[src/rtl/cert_chain_responder.sv]
// cert_chain_responder
//   Answers GET_CERTIFICATE requests from a slot-organised chain store.
//   The block accepts one request and checks it. On a bad request it raises
//   a one-cycle error pulse. On a good request it streams a header beat, a
//   length beat ({portion, remainder}), and then the chain bytes. The bytes
//   are read one per cycle from an external byte store and packed MSB-first
//   into 32-bit beats.
//
// Ports
//   clk, reset       single clock, synchronous active-high reset
//   req_*            request handshake (slot, offset, length)
//   slot_present     per-slot provisioned flags (sampled at acceptance)
//   slot_chain_len   per-slot chain length, slot i at [16i+15:16i]
//   mem_rd_en/addr   byte-store read port; mem_rd_data returns one cycle later
//   out_*            answer stream (valid/ready, data, keep, last)
//   err_valid/code   one-cycle error pulse with its cause

`ifndef PROTOCOL_VERSION
`define PROTOCOL_VERSION 8'h12
`endif
`ifndef CERTIFICATE_ANSWER_CMD
`define CERTIFICATE_ANSWER_CMD 8'h02
`endif

module cert_chain_responder #(
    parameter int NUM_SLOTS   = 8,
    parameter int SLOT_BYTES  = 4096,
    parameter int MAX_PORTION = 1024,
    parameter int MEM_AW      = 15
) (
    input  logic                    clk,
    input  logic                    reset,
    input  logic                    req_valid,
    output logic                    req_ready,
    input  logic [7:0]              req_slot,
    input  logic [15:0]             req_offset,
    input  logic [15:0]             req_length,
    input  logic [NUM_SLOTS-1:0]    slot_present,
    input  logic [16*NUM_SLOTS-1:0] slot_chain_len,
    output logic                    mem_rd_en,
    output logic [MEM_AW-1:0]       mem_addr,
    input  logic [7:0]              mem_rd_data,
    output logic                    out_valid,
    input  logic                    out_ready,
    output logic [31:0]             out_data,
    output logic [3:0]              out_keep,
    output logic                    out_last,
    output logic                    err_valid,
    output logic [7:0]              err_code
);

    localparam int SLOT_W = (NUM_SLOTS > 1) ? $clog2(NUM_SLOTS) : 1;

    typedef enum logic [2:0] {
        S_IDLE, S_CHECK, S_HDR, S_LENS, S_FETCH, S_STREAM
    } state_t;

    state_t state_q, state_d;

    // Request context captured at acceptance
    logic [7:0]        slot_q, slot_d;
    logic [15:0]       offset_q, offset_d;
    logic [15:0]       length_q, length_d;
    logic [15:0]       chain_len_q, chain_len_d;
    logic              present_q, present_d;
    logic [15:0]       portion_q, portion_d;
    logic [15:0]       remainder_q, remainder_d;

    // Fetch datapath
    logic [MEM_AW-1:0] addr_q, addr_d;       // next byte address to read
    logic [15:0]       left_q, left_d;       // bytes not yet packed into a beat
    logic [31:0]       pack_q, pack_d;       // beat under construction
    logic [1:0]        recv_q, recv_d;       // bytes already packed in this beat
    logic [2:0]        issued_q, issued_d;   // reads scheduled for this beat
    logic              rd_pend_q;            // mem_rd_data carries a byte this cycle

    // Registered outputs
    logic              mem_rd_en_q, mem_rd_en_d;
    logic [MEM_AW-1:0] mem_addr_q, mem_addr_d;
    logic              out_valid_q, out_valid_d;
    logic [31:0]       out_data_q, out_data_d;
    logic [3:0]        out_keep_q, out_keep_d;
    logic              out_last_q, out_last_d;
    logic              err_valid_q, err_valid_d;
    logic [7:0]        err_code_q, err_code_d;

    // Per-slot chain length view of the flat input bus
    logic [15:0] slot_len_arr [NUM_SLOTS];
    for (genvar gi = 0; gi < NUM_SLOTS; gi++) begin : g_slot_len
        assign slot_len_arr[gi] = slot_chain_len[16*gi +: 16];
    end

    logic              req_slot_ok;
    logic [15:0]       sel_len;
    logic              sel_present;
    logic [7:0]        chk_code;
    logic [15:0]       avail;
    logic [15:0]       portion_c;
    logic [15:0]       remainder_c;
    logic [MEM_AW-1:0] base_addr;
    logic [2:0]        beat_n;
    logic              beat_done;
    logic [31:0]       pack_new;
    logic [3:0]        keep_c;
    logic              last_c;

    assign req_slot_ok = (int'(req_slot) < NUM_SLOTS);
    assign sel_len     = req_slot_ok ? slot_len_arr[req_slot[SLOT_W-1:0]] : 16'd0;
    assign sel_present = req_slot_ok && slot_present[req_slot[SLOT_W-1:0]];

    // Request checking and portion sizing (used in CHECK)
    always_comb begin
        avail     = chain_len_q - offset_q;
        portion_c = length_q;
        if (portion_c > 16'(MAX_PORTION)) begin
            portion_c = 16'(MAX_PORTION);
        end
        if (portion_c > avail) begin
            portion_c = avail;
        end
        remainder_c = avail - portion_c;
        if (!present_q) begin
            chk_code = 8'h01;
        end else if (length_q == 16'd0) begin
            chk_code = 8'h02;
        end else if (offset_q >= chain_len_q) begin
            chk_code = 8'h03;
        end else begin
            chk_code = 8'h00;
        end
    end

    // Storage address wraps at MEM_AW bits by construction
    assign base_addr = MEM_AW'(slot_q) * MEM_AW'(SLOT_BYTES) + MEM_AW'(offset_q);

    // Current beat size, and completion when its final byte returns
    assign beat_n    = (left_q >= 16'd4) ? 3'd4 : left_q[2:0];
    assign beat_done = rd_pend_q && (({1'b0, recv_q} + 3'd1) == beat_n);
    assign pack_new  = pack_q | ({mem_rd_data, 24'd0} >> {recv_q, 3'b000});
    assign last_c    = (left_q == 16'(beat_n));

    always_comb begin
        unique case (beat_n)
            3'd1:    keep_c = 4'b1000;
            3'd2:    keep_c = 4'b1100;
            3'd3:    keep_c = 4'b1110;
            default: keep_c = 4'b1111;
        endcase
    end

    // FSM: state register
    always_ff @(posedge clk) begin
        if (reset) begin
            state_q <= S_IDLE;
        end else begin
            state_q <= state_d;
        end
    end

    // FSM: next state
    always_comb begin
        state_d = state_q;
        unique case (state_q)
            S_IDLE:   if (req_valid) state_d = S_CHECK;
            S_CHECK:  state_d = (chk_code != 8'h00) ? S_IDLE : S_HDR;
            S_HDR:    if (out_ready) state_d = S_LENS;
            S_LENS:   if (out_ready) state_d = S_FETCH;
            S_FETCH:  if (beat_done) state_d = S_STREAM;
            S_STREAM: if (out_ready) state_d = out_last_q ? S_IDLE : S_FETCH;
            default:  state_d = S_IDLE;
        endcase
    end

    // FSM: outputs and datapath next values
    always_comb begin
        slot_d      = slot_q;
        offset_d    = offset_q;
        length_d    = length_q;
        chain_len_d = chain_len_q;
        present_d   = present_q;
        portion_d   = portion_q;
        remainder_d = remainder_q;
        addr_d      = addr_q;
        left_d      = left_q;
        pack_d      = pack_q;
        recv_d      = recv_q;
        issued_d    = issued_q;
        mem_rd_en_d = 1'b0;
        mem_addr_d  = mem_addr_q;
        out_valid_d = out_valid_q;
        out_data_d  = out_data_q;
        out_keep_d  = out_keep_q;
        out_last_d  = out_last_q;
        err_valid_d = 1'b0;
        err_code_d  = 8'h00;

        unique case (state_q)
            S_IDLE: begin
                if (req_valid) begin
                    slot_d      = req_slot;
                    offset_d    = req_offset;
                    length_d    = req_length;
                    chain_len_d = sel_len;
                    present_d   = sel_present;
                end
            end
            S_CHECK: begin
                if (chk_code != 8'h00) begin
                    err_valid_d = 1'b1;
                    err_code_d  = chk_code;
                end else begin
                    portion_d   = portion_c;
                    remainder_d = remainder_c;
                    left_d      = portion_c;
                    addr_d      = base_addr;
                    pack_d      = 32'd0;
                    recv_d      = 2'd0;
                    issued_d    = 3'd0;
                    out_valid_d = 1'b1;
                    out_data_d  = {`PROTOCOL_VERSION, `CERTIFICATE_ANSWER_CMD, slot_q, 8'h00};
                    out_keep_d  = 4'hF;
                    out_last_d  = 1'b0;
                end
            end
            S_HDR: begin
                if (out_ready) begin
                    out_data_d = {portion_q, remainder_q};
                end
            end
            S_LENS: begin
                if (out_ready) begin
                    out_valid_d = 1'b0;
                end
            end
            S_FETCH: begin
                if (issued_q < beat_n) begin
                    mem_rd_en_d = 1'b1;
                    mem_addr_d  = addr_q;
                    addr_d      = addr_q + MEM_AW'(1);
                    issued_d    = issued_q + 3'd1;
                end
                if (beat_done) begin
                    out_valid_d = 1'b1;
                    out_data_d  = pack_new;
                    out_keep_d  = keep_c;
                    out_last_d  = last_c;
                    left_d      = left_q - 16'(beat_n);
                    pack_d      = 32'd0;
                    recv_d      = 2'd0;
                    issued_d    = 3'd0;
                end else if (rd_pend_q) begin
                    pack_d = pack_new;
                    recv_d = recv_q + 2'd1;
                end
            end
            S_STREAM: begin
                if (out_ready) begin
                    out_valid_d = 1'b0;
                    out_last_d  = 1'b0;
                end
            end
            default: ;
        endcase
    end

    always_ff @(posedge clk) begin
        if (reset) begin
            slot_q      <= 8'd0;
            offset_q    <= 16'd0;
            length_q    <= 16'd0;
            chain_len_q <= 16'd0;
            present_q   <= 1'b0;
            portion_q   <= 16'd0;
            remainder_q <= 16'd0;
            addr_q      <= '0;
            left_q      <= 16'd0;
            pack_q      <= 32'd0;
            recv_q      <= 2'd0;
            issued_q    <= 3'd0;
            rd_pend_q   <= 1'b0;
            mem_rd_en_q <= 1'b0;
            mem_addr_q  <= '0;
            out_valid_q <= 1'b0;
            out_data_q  <= 32'd0;
            out_keep_q  <= 4'd0;
            out_last_q  <= 1'b0;
            err_valid_q <= 1'b0;
            err_code_q  <= 8'd0;
        end else begin
            slot_q      <= slot_d;
            offset_q    <= offset_d;
            length_q    <= length_d;
            chain_len_q <= chain_len_d;
            present_q   <= present_d;
            portion_q   <= portion_d;
            remainder_q <= remainder_d;
            addr_q      <= addr_d;
            left_q      <= left_d;
            pack_q      <= pack_d;
            recv_q      <= recv_d;
            issued_q    <= issued_d;
            rd_pend_q   <= mem_rd_en_q;
            mem_rd_en_q <= mem_rd_en_d;
            mem_addr_q  <= mem_addr_d;
            out_valid_q <= out_valid_d;
            out_data_q  <= out_data_d;
            out_keep_q  <= out_keep_d;
            out_last_q  <= out_last_d;
            err_valid_q <= err_valid_d;
            err_code_q  <= err_code_d;
        end
    end

    assign req_ready = (state_q == S_IDLE);
    assign mem_rd_en = mem_rd_en_q;
    assign mem_addr  = mem_addr_q;
    assign out_valid = out_valid_q;
    assign out_data  = out_data_q;
    assign out_keep  = out_keep_q;
    assign out_last  = out_last_q;
    assign err_valid = err_valid_q;
    assign err_code  = err_code_q;

endmodule

[config.mk]
export PLATFORM = sky130hd
export DESIGN_NAME = cert_chain_responder
export DESIGN_NICKNAME = d
export VERILOG_FILES = /design/src/rtl/cert_chain_responder.sv
export SDC_FILE = /design/constraint.sdc
export NUM_CORES = 1
export LEC_CHECK = 0
export BUFFER_PORTS_ARGS = -buffer_cell sky130_fd_sc_hd__buf_2
export CORE_UTILIZATION = 45
export DETAILED_ROUTE_END_ITERATION = 16
export PLACE_DENSITY = 0.68
export SLEW_MARGIN = 5
export SYNTH_ARGS = -nofsm -noshare
export SYNTH_HDL_FRONTEND = slang
export SYNTH_SLANG_ARGS = --single-unit
[constraint.sdc]
create_clock -name clk -period 8.7 [get_ports clk]
set_clock_uncertainty 0.05 [all_clocks]
set_input_delay 2.175 -clock clk [delete_from_list [all_inputs] [get_ports clk]]
set_output_delay 2.175 -clock clk [all_outputs]
set_load 0.03 [all_outputs]
* Word level (Yosys, flattened, before mapping) *
Index checks and enable logic that the tools add are counted.

storage, ports and cells
  word-level logic and storage cells = 143
  register bits after elaboration = 224

cells by class
  add/sub/neg operators = 8
  bitwise logic cells = 5
  shift operators = 1
  equality and inequality tests = 20
  magnitude comparators = 8
  reductions and logical operators = 24
  mux-type cells = 55

operators with widths
  operator               number
  $mux 32                6
  $mux 16                7
  $pmux 32 s3            1
  $pmux 32 s2            1
  $bmux 16 s3            1
  $or 32x32->32          1
  $pmux 16 s2            1
  $shr 32x5->32          1
  $sub 16x16->16         2
  $mux 15                2
  $mux 3                 10
  $pmux 15 s2            1
  $pmux 3 s6             1
  $eq 16x3->1            1
  $ge 16x16->1           1
  $ge 16x3->1 const B    1
  $gt 16x11->1 const B   1
  $gt 16x16->1           1
  $logic_not 16->1       1
  $sub 16x3->16          1
  $add 15x1->15 const B  1
  $add 15x15->15         1
  $mux 2                 7
  $ne 2x2->1 const B     7
  34 further kinds       63

* Depth between registers and ports, before layout *
Gate-level depths: netlist of run 1.

  depth after elaboration = 7
  mapped depth = 38

* Worst setup path before layout of run 1 *
No wires, ideal clock.

  path type = register -> register
  from = register chain_len_q[0]
  to = register remainder_q[12]
  arrival time = 6.859 ns
  library setup time = 0.088 ns
  required time = 8.562 ns
  period minus slack after synthesis = 6.998 ns
  path slack = 1.702 ns
  cell stages (with the launch flop) = 38
  cells stage by stage = dfxtp_1 -> inv_1 -> ha_1 -> inv_1 -> fa_1 -> a21o_1 -> a221oi_1 -> o21ai_1 -> a31oi_1 -> o21ai_1 -> a21o_1 -> a21o_1 -> a21oi_1 -> xnor2_1 -> inv_1 -> ha_1 -> nand3_1 -> nor2_1 -> [2 not listed] -> o31ai_1 -> a21o_1 -> buf_6 -> buf_2 -> mux2i_1 -> inv_1 -> fa_1 -> nor2b_1 -> o21ai_0 -> a21boi_0 -> o21a_1 -> nor2_1 -> nor3_1 -> a221oi_2 -> a31oi_1 -> o32ai_2 -> or3_1 -> a311oi_2

RTL lines
  element                 RTL line  text
  start, declared         64        logic [15:0] chain_len_q, chain_len_d;
  start signal, assigned  293       chain_len_q <= chain_len_d;
  $sub 16x16->16 (*)      113       avail = chain_len_q - offset_q;
  $gt 16x16->1            118       if (portion_c > avail) begin
  $mux 16 (*)             118
  net portion_c[1]        98        logic [15:0] portion_c;
  $sub 16x16->16 (*)      121       remainder_c = avail - portion_c;
  end signal, assigned    296       remainder_q <= remainder_d;
  end, declared           67        logic [15:0] remainder_q, remainder_d;

The timed path passes the listed nets; every way through them passes the cells marked *.
A chain may end at the register's enable or synchronous reset.

* Worst setup path in the final report of run 1 *
  from = register offset_q[0]
  to = register remainder_q[12]

RTL lines
  element                 RTL line  text
  start, declared         62        logic [15:0] offset_q, offset_d;
  start signal, assigned  291       offset_q <= offset_d;
  $sub 16x16->16 (*)      113
  $gt 16x16->1            118
  $mux 16 (*)             118
  net portion_c[1]        98
  $sub 16x16->16 (*)      121

Marked as above.

==> flow_summary.ini, run 1 <==
[outcome]
status = finished, final reports clean

[logic_synthesis]
syn_area_per_cell_um2 = 7.97
async_reset_ff_share_pct = 0
yosys_register_bits = 218
synth_ff_type = dfxtp_1
ys_warn_count = 0
syn_area_um2 = 12500
synth-edff-count = 0
netlist_instances = 1563
synth.distinct_cells = 71
ys_seq_area_share_pct = 35.0

[clocking]
cts_buffer_depth = 3
h-tree-depth = 1
clk_latency_ps = 530
holdBufCountCts = 0
clock-sinks = 218
cts_buffers = 24
cts-resized-gates = 0
cts_tree = done
root_buffer = clkbuf_16
path_clk_slew_ps = 60
post-cts-setup-buffers = 0

[critical_path]
slowest_stage = a21o_1
setup.worst_path.start = offset_q[0]
cp.required_ps = 9080
r2r_end = remainder_q[12]
crit_arrival_ps = 8350
cp_max_fo = 15
slowest_delay_ps = 510
cp-endpoint = remainder_q[12]
cp_common_cell = a21o_1
cp-end-kind = register
start_kind = register
r2r_slack_ps = 730
ff2ff_path_depth = 34
reg2reg_from = offset_q[0]
critical_path_class = register to register

[floorplan]
start_util_pct = 46.1
die_area_um2 = 28300
io-pin-count = 252
die_height_um = 168
row_count = 60
fp.dieW_um = 168
core_um2 = 27000

[final_layout]
finalInstanceArea_um2 = 14600
n_antenna_cell = 0
fin_util_pct = 54.0
fillers = 2620
drive_gt1_share_pct = 21.4
area_growth_pct = 17.3
finalNonFillerCells = 2102
fin_nets = 1982
regArea_um2 = 4360
multi_input_area_um2 = 7500

[timing]
layout_min_cycle_time_ps = 7970
rsz0062_at_grt = no
maxSlewHeadroom_pct = 24.1
hold_viol_final = 0
tns_ps = 0
fmax_mhz = 126
period_share_pct = 91.6
finalSetupViolations = 0
tightest_slew_ps = 1140
slew_viol_final = 0

[place]
port_buffers = 245
dp_hpwl_um = 30700
place_inst = 2060
gp_congestion = 0.924
dpl-instance-area_um2 = 13800

[power_and_ir_drop]
power.share.clock_pct = 38.6
pwr_density_cell_nw_per_um2 = 180
power_switching_mw = 0.780
p_seq_share_pct = 38.9
p_int_mw = 1.85
ir_drop_mv = 0.151
p_leak_nw = 6.02
switching_share_pct = 29.6
combPwrFrac_pct = 22.5

[global_routing]
grt-ovfl-total = 0
grt_max_degree = 96
grt_pass1_vias = 11300
antenna_found_initial = 0
gr-usage-all-layers_pct = 28.3
grt_pass1_wl_um = 62900

[min_path]
hp-class = register to register

[route]
drc = 0
wl_per_cell_um = 19.3
routed_wl_um = 40700
final_antenna_net_count = 0
num_vias = 12200
drtPass1Iterations = 5
drtIter0Drc = 1062
vias_per_cell = 5.78

[flow_run]
maxCapViolations = 0
[worst max-delay path, delay by kind of cell, from the launching register on]
family | cells | cell delay (ps)
AOI/OAI and AO/OA | 17 | 3630
xor gates and xnor gates | 1 | 130
adders and majority gates | 4 | 1180
buffers and inverters | 3 | 230
DFF | 1 | 360
muxes | 1 | 410
and+or+nand+nor | 8 | 1870
[cells in the final DEF (no fill, tap or decap), types with 25 or more instances in the layout]
cell type | Yosys | final
ha_1 | 46 | 46
a21oi_1 | 207 | 206
nand3_1 | 49 | 48
nor2_1 | 212 | 211
dfxtp_1 | 218 | 218
a211oi_1 | 47 | 47
inv_1 | 49 | 49
mux2i_1 | 25 | 25
nand2_1 | 199 | 198
o21ai_0 | 57 | 57
buf_2 | 4 | 244
a22oi_1 | 33 | 33
mux4_2 | 34 | 34
nor3_1 | 33 | 32
[power groups by stage]
stage / combinational [mW] / sequential [mW] / clock, mW
CTS: 0.589 / 1.02 / 1.04
finish: 0.593 / 1.02 / 1.02
global placement: 0.580 / 1.05 / 0
floorplan: 0.419 / 1.04 / 0
global route: 0.651 / 1.02 / 1.07
detailed placement: 0.585 / 1.05 / 0
[how the worst min path moves through the flow]
stage                     from          to  slack, ps  cells past startpoint
finish              pack_q[18]  pack_q[18]        400                      2
global route        pack_q[15]  pack_q[15]        420                      2
CTS                 pack_q[15]  pack_q[15]        400                      2
detailed placement  pack_q[31]  pack_q[31]        390                      2
global placement     pack_q[5]   pack_q[5]        390                      2
floorplan            pack_q[0]   pack_q[0]        380                      2
[logic make-up after synthesis]
family	count (synthesis)	share of synthesized area [%]
AO/OA/AOI/OAI	446	22.2
adder cells (fa/ha/maj)	49	5.10
XOR/XNOR	31	2.18
flip-flops	218	35.0
buffers and inverters	162	5.32
multiplexers	78	9.88
AND/OR/NAND/NOR	577	20.2
other	2	0.0603
[per-stage QoR]
step                      hold WS (ps)  worst slack [ps]  power [mW]
after floorplan                    382              1700        1.46
after global placement             387               990        1.63
after detailed placement           394               769        1.63
after CTS                          402               739        2.65
after global routing               416              27.7        2.75
final                              400               732        2.63
[synthesized netlist by cell type (7+ instances only)]
cell type	count	area share, %
nor2b_1	12	0.60
nand3_1	49	2.0
a22oi_1	33	2.0
nand4_1	7	0.35
xor2_1	10	0.70
and3_1	13	0.65
dfxtp_1	218	35
nor2_1	212	6.4
nand2b_1	11	0.55
nor3_1	33	1.3
a21o_1	19	1.1
a221oi_1	11	0.77
o21ai_0	57	2.3
a211oi_1	47	2.8
buf_1	9	0.27
inv_1	49	1.5
mux2_2	19	1.7
and2_1	11	0.55
a31oi_1	11	0.55
or3_1	8	0.40
mux4_2	34	6.1
nand2_1	199	6.0
buf_4	11	0.66
ha_1	46	4.6
clkbuf_1	88	2.7
o211ai_1	10	0.60
a21oi_1	207	8.3
xnor2_1	21	1.5
mux2i_1	25	2.0
o22ai_1	8	0.40
[per-layer routing]
layer	global-route usage, %	routed length (µm)	vias to the layer above
li1	-	-	5931
met3	2.66	2250	77
met2	50.5	19800	480
met5	0	0	-
met4	11.4	1670	0
met1	35.1	16900	5670
[layout make-up]
| class | instances | share of cell area (%) |
|---|---|---|
| Sequential cell | 218 | 29.9 |
| Inverter | 49 | 1.26 |
| Clock buffer | 37 | 4.99 |
| Tap cell | 341 | 2.92 |
| Timing Repair Buffer | 259 | 9.16 |
| Multi-Input combinational cell | 1193 | 51.4 |
| Clock inverter | 5 | 0.420 |
[state kept, by name (all words and copies together) (netlist names), 2 cells and up]
signal       flops
left_q          16
issued_q         3
addr_q          15
remainder_q     16
slot_q           8
length_q        16
mem_addr        15
out_keep         4
pack_q          32
portion_q       16
offset_q        16
out_data        32
err_code         2
recv_q           2
chain_len_q     16
state_q          3
No activity file was read; power rests on OpenSTA's default activity.
==> run 2: changes to the inputs <==
==> constraint.sdc (replaced) <==
create_clock -name clk -period 8.7 [get_ports clk]
set_clock_uncertainty 0.05 [all_clocks]
set_input_delay 1.305 -clock clk [delete_from_list [all_inputs] [get_ports clk]]
set_output_delay 1.305 -clock clk [all_outputs]
set_load 0.03 [all_outputs]
==> run 2 against run 1 <==
Against the previous run: cell area up 0.25%; worst setup slack worse by 19 ps; utilization up 0.13 points; worst hold slack better by 0.90 ps; combinational power about the same.
==> flow_summary.ini, run 2 (synthesis results as in run 1) <==
[outcome]
status = finished, final reports clean

[floorplan]
die_area_um2 = 28300
core_um2 = 27000
io-pin-count = 252
row_count = 60
fp.dieW_um = 168
start_util_pct = 46.1
die_height_um = 168

[place]
gp_congestion = 0.922
dp_hpwl_um = 30500
port_buffers = 245
dpl-instance-area_um2 = 13800
place_inst = 2059

[clocking]
holdBufCountCts = 0
clk_latency_ps = 530
cts_buffers = 24
h-tree-depth = 1
root_buffer = clkbuf_16
clock-sinks = 218
post-cts-setup-buffers = 0
path_clk_slew_ps = 60
cts_tree = done
cts_buffer_depth = 3
cts-resized-gates = 0

[min_path]
hp-start = pack_q[5]
holdPathStages = 2
hp-class = register to register
hold_path_end = pack_q[5]

[final_layout]
area_growth_pct = 17.6
mostFrequentLayoutCells = 244 x buf_2, 218 x dfxtp_1, 211 x nor2_1
finalInstanceArea_um2 = 14600
drive_gt1_share_pct = 21.5
layout_commonest_cell = buf_2
n_antenna_cell = 0
fin_nets = 1981
finalNonFillerCells = 2103

[flow_run]
maxCapViolations = 0

[route]
drt-met1-wl_um = 16900
dr_wl_met2_um = 19400
routed_wl_um = 40600
drtPass1Iterations = 5
met3_length_um = 2310
routed.top_layer = met4
wl_per_cell_um = 19.3
final_antenna_net_count = 0
drtIter0Drc = 1015
vias_per_cell = 5.78
num_vias = 12100
drc = 0

[timing]
tightest_slew_ps = 1160
fmax_mhz = 125
rsz0062_at_grt = no
hold_viol_final = 0
layout_min_cycle_time_ps = 7990
tns_ps = 0
slew_viol_final = 0
finalSetupViolations = 0
maxSlewHeadroom_pct = 22.8
period_share_pct = 91.8

[critical_path]
critical_path_class = register to register
reg2reg_from = offset_q[0]
slowest_delay_ps = 530
ff2ff_path_depth = 34
cp-end-kind = register
r2r_end = remainder_q[12]
cp_max_fo = 15
slowest_stage = a21o_1
cp.required_ps = 9080
r2r_slack_ps = 710
start_kind = register
crit_arrival_ps = 8370
cp_common_cell = a21o_1

[power_and_ir_drop]
ir_drop_mv = 0.122
pwr_density_cell_nw_per_um2 = 183
p_leak_nw = 6.04

[global_routing]
grt_pass1_vias = 11100
antenna_found_initial = 0
gr-usage-all-layers_pct = 28.3
grt_max_degree = 127
grt_pass1_wl_um = 62700
grt-ovfl-total = 0
[run 2: layout make-up]
| cell class | count | area (µm²) |
|---|---|---|
| timing repair buffer | 258 | 1330 |
| clock inverter | 10 | 136 |
| inverter | 49 | 184 |
| clock buffer | 34 | 698 |
| fill | 2615 | 12400 |
| sequential | 218 | 4360 |
| multi-input combinational | 1193 | 7500 |
| tap | 341 | 427 |
[run 2: routing by layer]
layer,global-route usage [%],up-vias
met5,0,-
met4,13.5,0
met3,2.96,86
met2,48.7,461
met1,35.3,5684
li1,-,5916
[run 2: worst max path at each step]
stage	from	to	slack [ps]	cells past startpoint
after floorplan	chain_len_q[0]	remainder_q[12]	1700	37
after global placement	chain_len_q[0]	remainder_q[12]	970	35
after detailed placement	offset_q[0]	remainder_q[12]	820	34
after CTS	offset_q[0]	remainder_q[12]	780	34
after global routing	offset_q[0]	remainder_q[14]	80	35
final	offset_q[0]	remainder_q[12]	710	34
[run 2: report_power, final]
group / switching, mW / internal [mW] / total [mW]
clock: 0.420 / 0.647 / 1.07
combinational: 0.355 / 0.239 / 0.594
sequential: 0.0129 / 1.01 / 1.02
[run 2: through the flow]
stage	power [mW]	hold slack (ps)	utilization, %	setup WS, ps
after floorplan	1.46	382	-	1700
after global placement	1.63	387	51.1	972
after detailed placement	1.63	393	51.1	819
after CTS	2.70	401	54.2	776
after global routing	2.80	414	54.2	77.3
final	2.69	401	54.2	713
[run 2: worst max-delay path: cells and delay by family, from the launching register on]
| kind | cells | cell delay, ps |
|---|---|---|
| flops | 1 | 360 |
| simple gates | 8 | 1850 |
| xor+xnor | 1 | 120 |
| compound gates | 17 | 3650 |
| buf+inv | 3 | 230 |
| fa+ha+maj | 4 | 1200 |
| mux | 1 | 420 |
==> run 3: changes to the inputs <==
CAP_MARGIN = 0   (was not set)
CORE_MARGIN = 8   (was not set)
CTS_BUF_LIST = sky130_fd_sc_hd__clkbuf_8   (was not set)
==> run 3 against run 2 <==
Against the previous run: fmax grew 2.0%; register-to-register slack gained 150 ps; clock power shrank 8%.
==> flow_summary.ini, run 3 (synthesis results as in run 1) <==
[critical_path]
critical_path_class = register to register
ff2ff_path_depth = 34
cp-end-kind = register
slowest_stage = fa_1
slowest_delay_ps = 470
crit_arrival_ps = 8220
cp.required_ps = 9090
start_kind = register
cp_max_fo = 15

[floorplan]
core_um2 = 27600
io-pin-count = 252
die_height_um = 182
die_area_um2 = 33200
start_util_pct = 45.2
fp.dieW_um = 182
row_count = 61

[timing]
fmax_mhz = 128
tns_ps = 0
hold_viol_final = 0
slew_viol_final = 0
tightest_slew_ps = 1270
maxSlewHeadroom_pct = 15.3
finalSetupViolations = 0
layout_min_cycle_time_ps = 7830
period_share_pct = 90.0
rsz0062_at_grt = no

[final_layout]
fin_nets = 1995
n_antenna_cell = 0
mostFrequentLayoutCells = 244 x buf_2, 218 x dfxtp_1, 211 x nor2_1
layout_commonest_cell = buf_2
area_growth_pct = 17.7
drive_gt1_share_pct = 22.3
regArea_um2 = 4360
fillers = 2691
finalInstanceArea_um2 = 14700
multi_input_area_um2 = 7500

[clocking]
cts_buffer_depth = 3
cts_buffers = 39
path_clk_slew_ps = 60
clk_latency_ps = 550
h-tree-depth = 2
root_buffer = clkbuf_8
holdBufCountCts = 0
cts_tree = done
clock-sinks = 218

[global_routing]
grt_pass1_vias = 12000
antenna_found_initial = 0
gr-usage-all-layers_pct = 24.7
grt-ovfl-total = 0
grt_max_degree = 141
grt_pass1_wl_um = 66000

[place]
dp_hpwl_um = 31900
port_buffers = 245
gp_congestion = 0.904
dpl-instance-area_um2 = 13800

[min_path]
holdPathStages = 1
hp-class = register to register

[route]
drc = 0
drtPass1Iterations = 5
drtIter0Drc = 1295
wl_per_cell_um = 19.5
final_antenna_net_count = 0
num_vias = 12200
routed_wl_um = 42100
vias_per_cell = 5.64

[power_and_ir_drop]
p_leak_nw = 6.06
pwr_density_cell_nw_per_um2 = 177
ir_drop_mv = 0.101

[outcome]
status = finished, final reports clean

[flow_run]
maxCapViolations = 0
[run 3: changes by cell type in the layout (fill, tap and decap cells not counted), sizes merged]
cell,delta
clkbuf,+19
clkinvlp,+2
bufinv,-3
inv,+9
buf,-1
clkinv,-2
[run 3: routing by layer]
metal  vias to the layer above  wire length, µm  track usage, %
li1                       5952                -               -
met1                      5696            17700            30.0
met2                       479            20200            42.2
met3                        80             2500            4.63
met4                         0             1720            10.5
met5                         -                0               0
[run 3: area by class of cell]
class                      instances  area share (%)
multi-input combinational       1193            51.2
clock buffer                      53            4.98
timing repair buffer             257            9.03
tap                              378            3.23
clock inverter                    16           0.538
inverter                          49            1.26
sequential                       218            29.8
[run 3: path summary, 6_finish.rpt]
check | from | end | slack, ps
setup / recovery | offset_q[6] | remainder_q[12] | 870
hold / removal | mem_rd_en | rd_pend_q | 390
setup reg to reg | offset_q[6] | remainder_q[12] | 870
hold reg to reg | mem_rd_en | rd_pend_q | 390
[run 3: timing repair]
action	4_1_cts	5_1_grt
buffers inserted	0	0
resized for setup	0	1
setup endpoints to repair	0	2
[run 3: report_power, final]
| part | switching (mW) | internal, mW | leakage [nW] | total [mW] |
|---|---|---|---|---|
| logic | 0.353 | 0.239 | 3.85 | 0.592 |
| registers | 0.0127 | 1.01 | 1.76 | 1.02 |
| clock network | 0.436 | 0.544 | 0.448 | 0.980 |
[run 3: worst max-delay path: cells and delay by family, from the launching register on]
kind	cells	cell delay, ps
simple gates	10	2300
mux	1	410
fa+ha+maj	3	1000
xor+xnor	1	160
flops	1	330
compound gates	16	3240
buf+inv	3	250
[run 3: stage by stage]
step	total power [mW]	cells	utilization (%)	setup WS [ps]	hold WS (ps)
after detailed placement	1.63	2095	50.2	778	393
after global routing	2.72	2164	53.2	93.4	408
after global placement	1.62	2095	50.2	987	387
final	2.60	2164	53.2	866	392
after CTS	2.61	2164	53.2	725	398
after floorplan	1.46	1573	-	1700	382
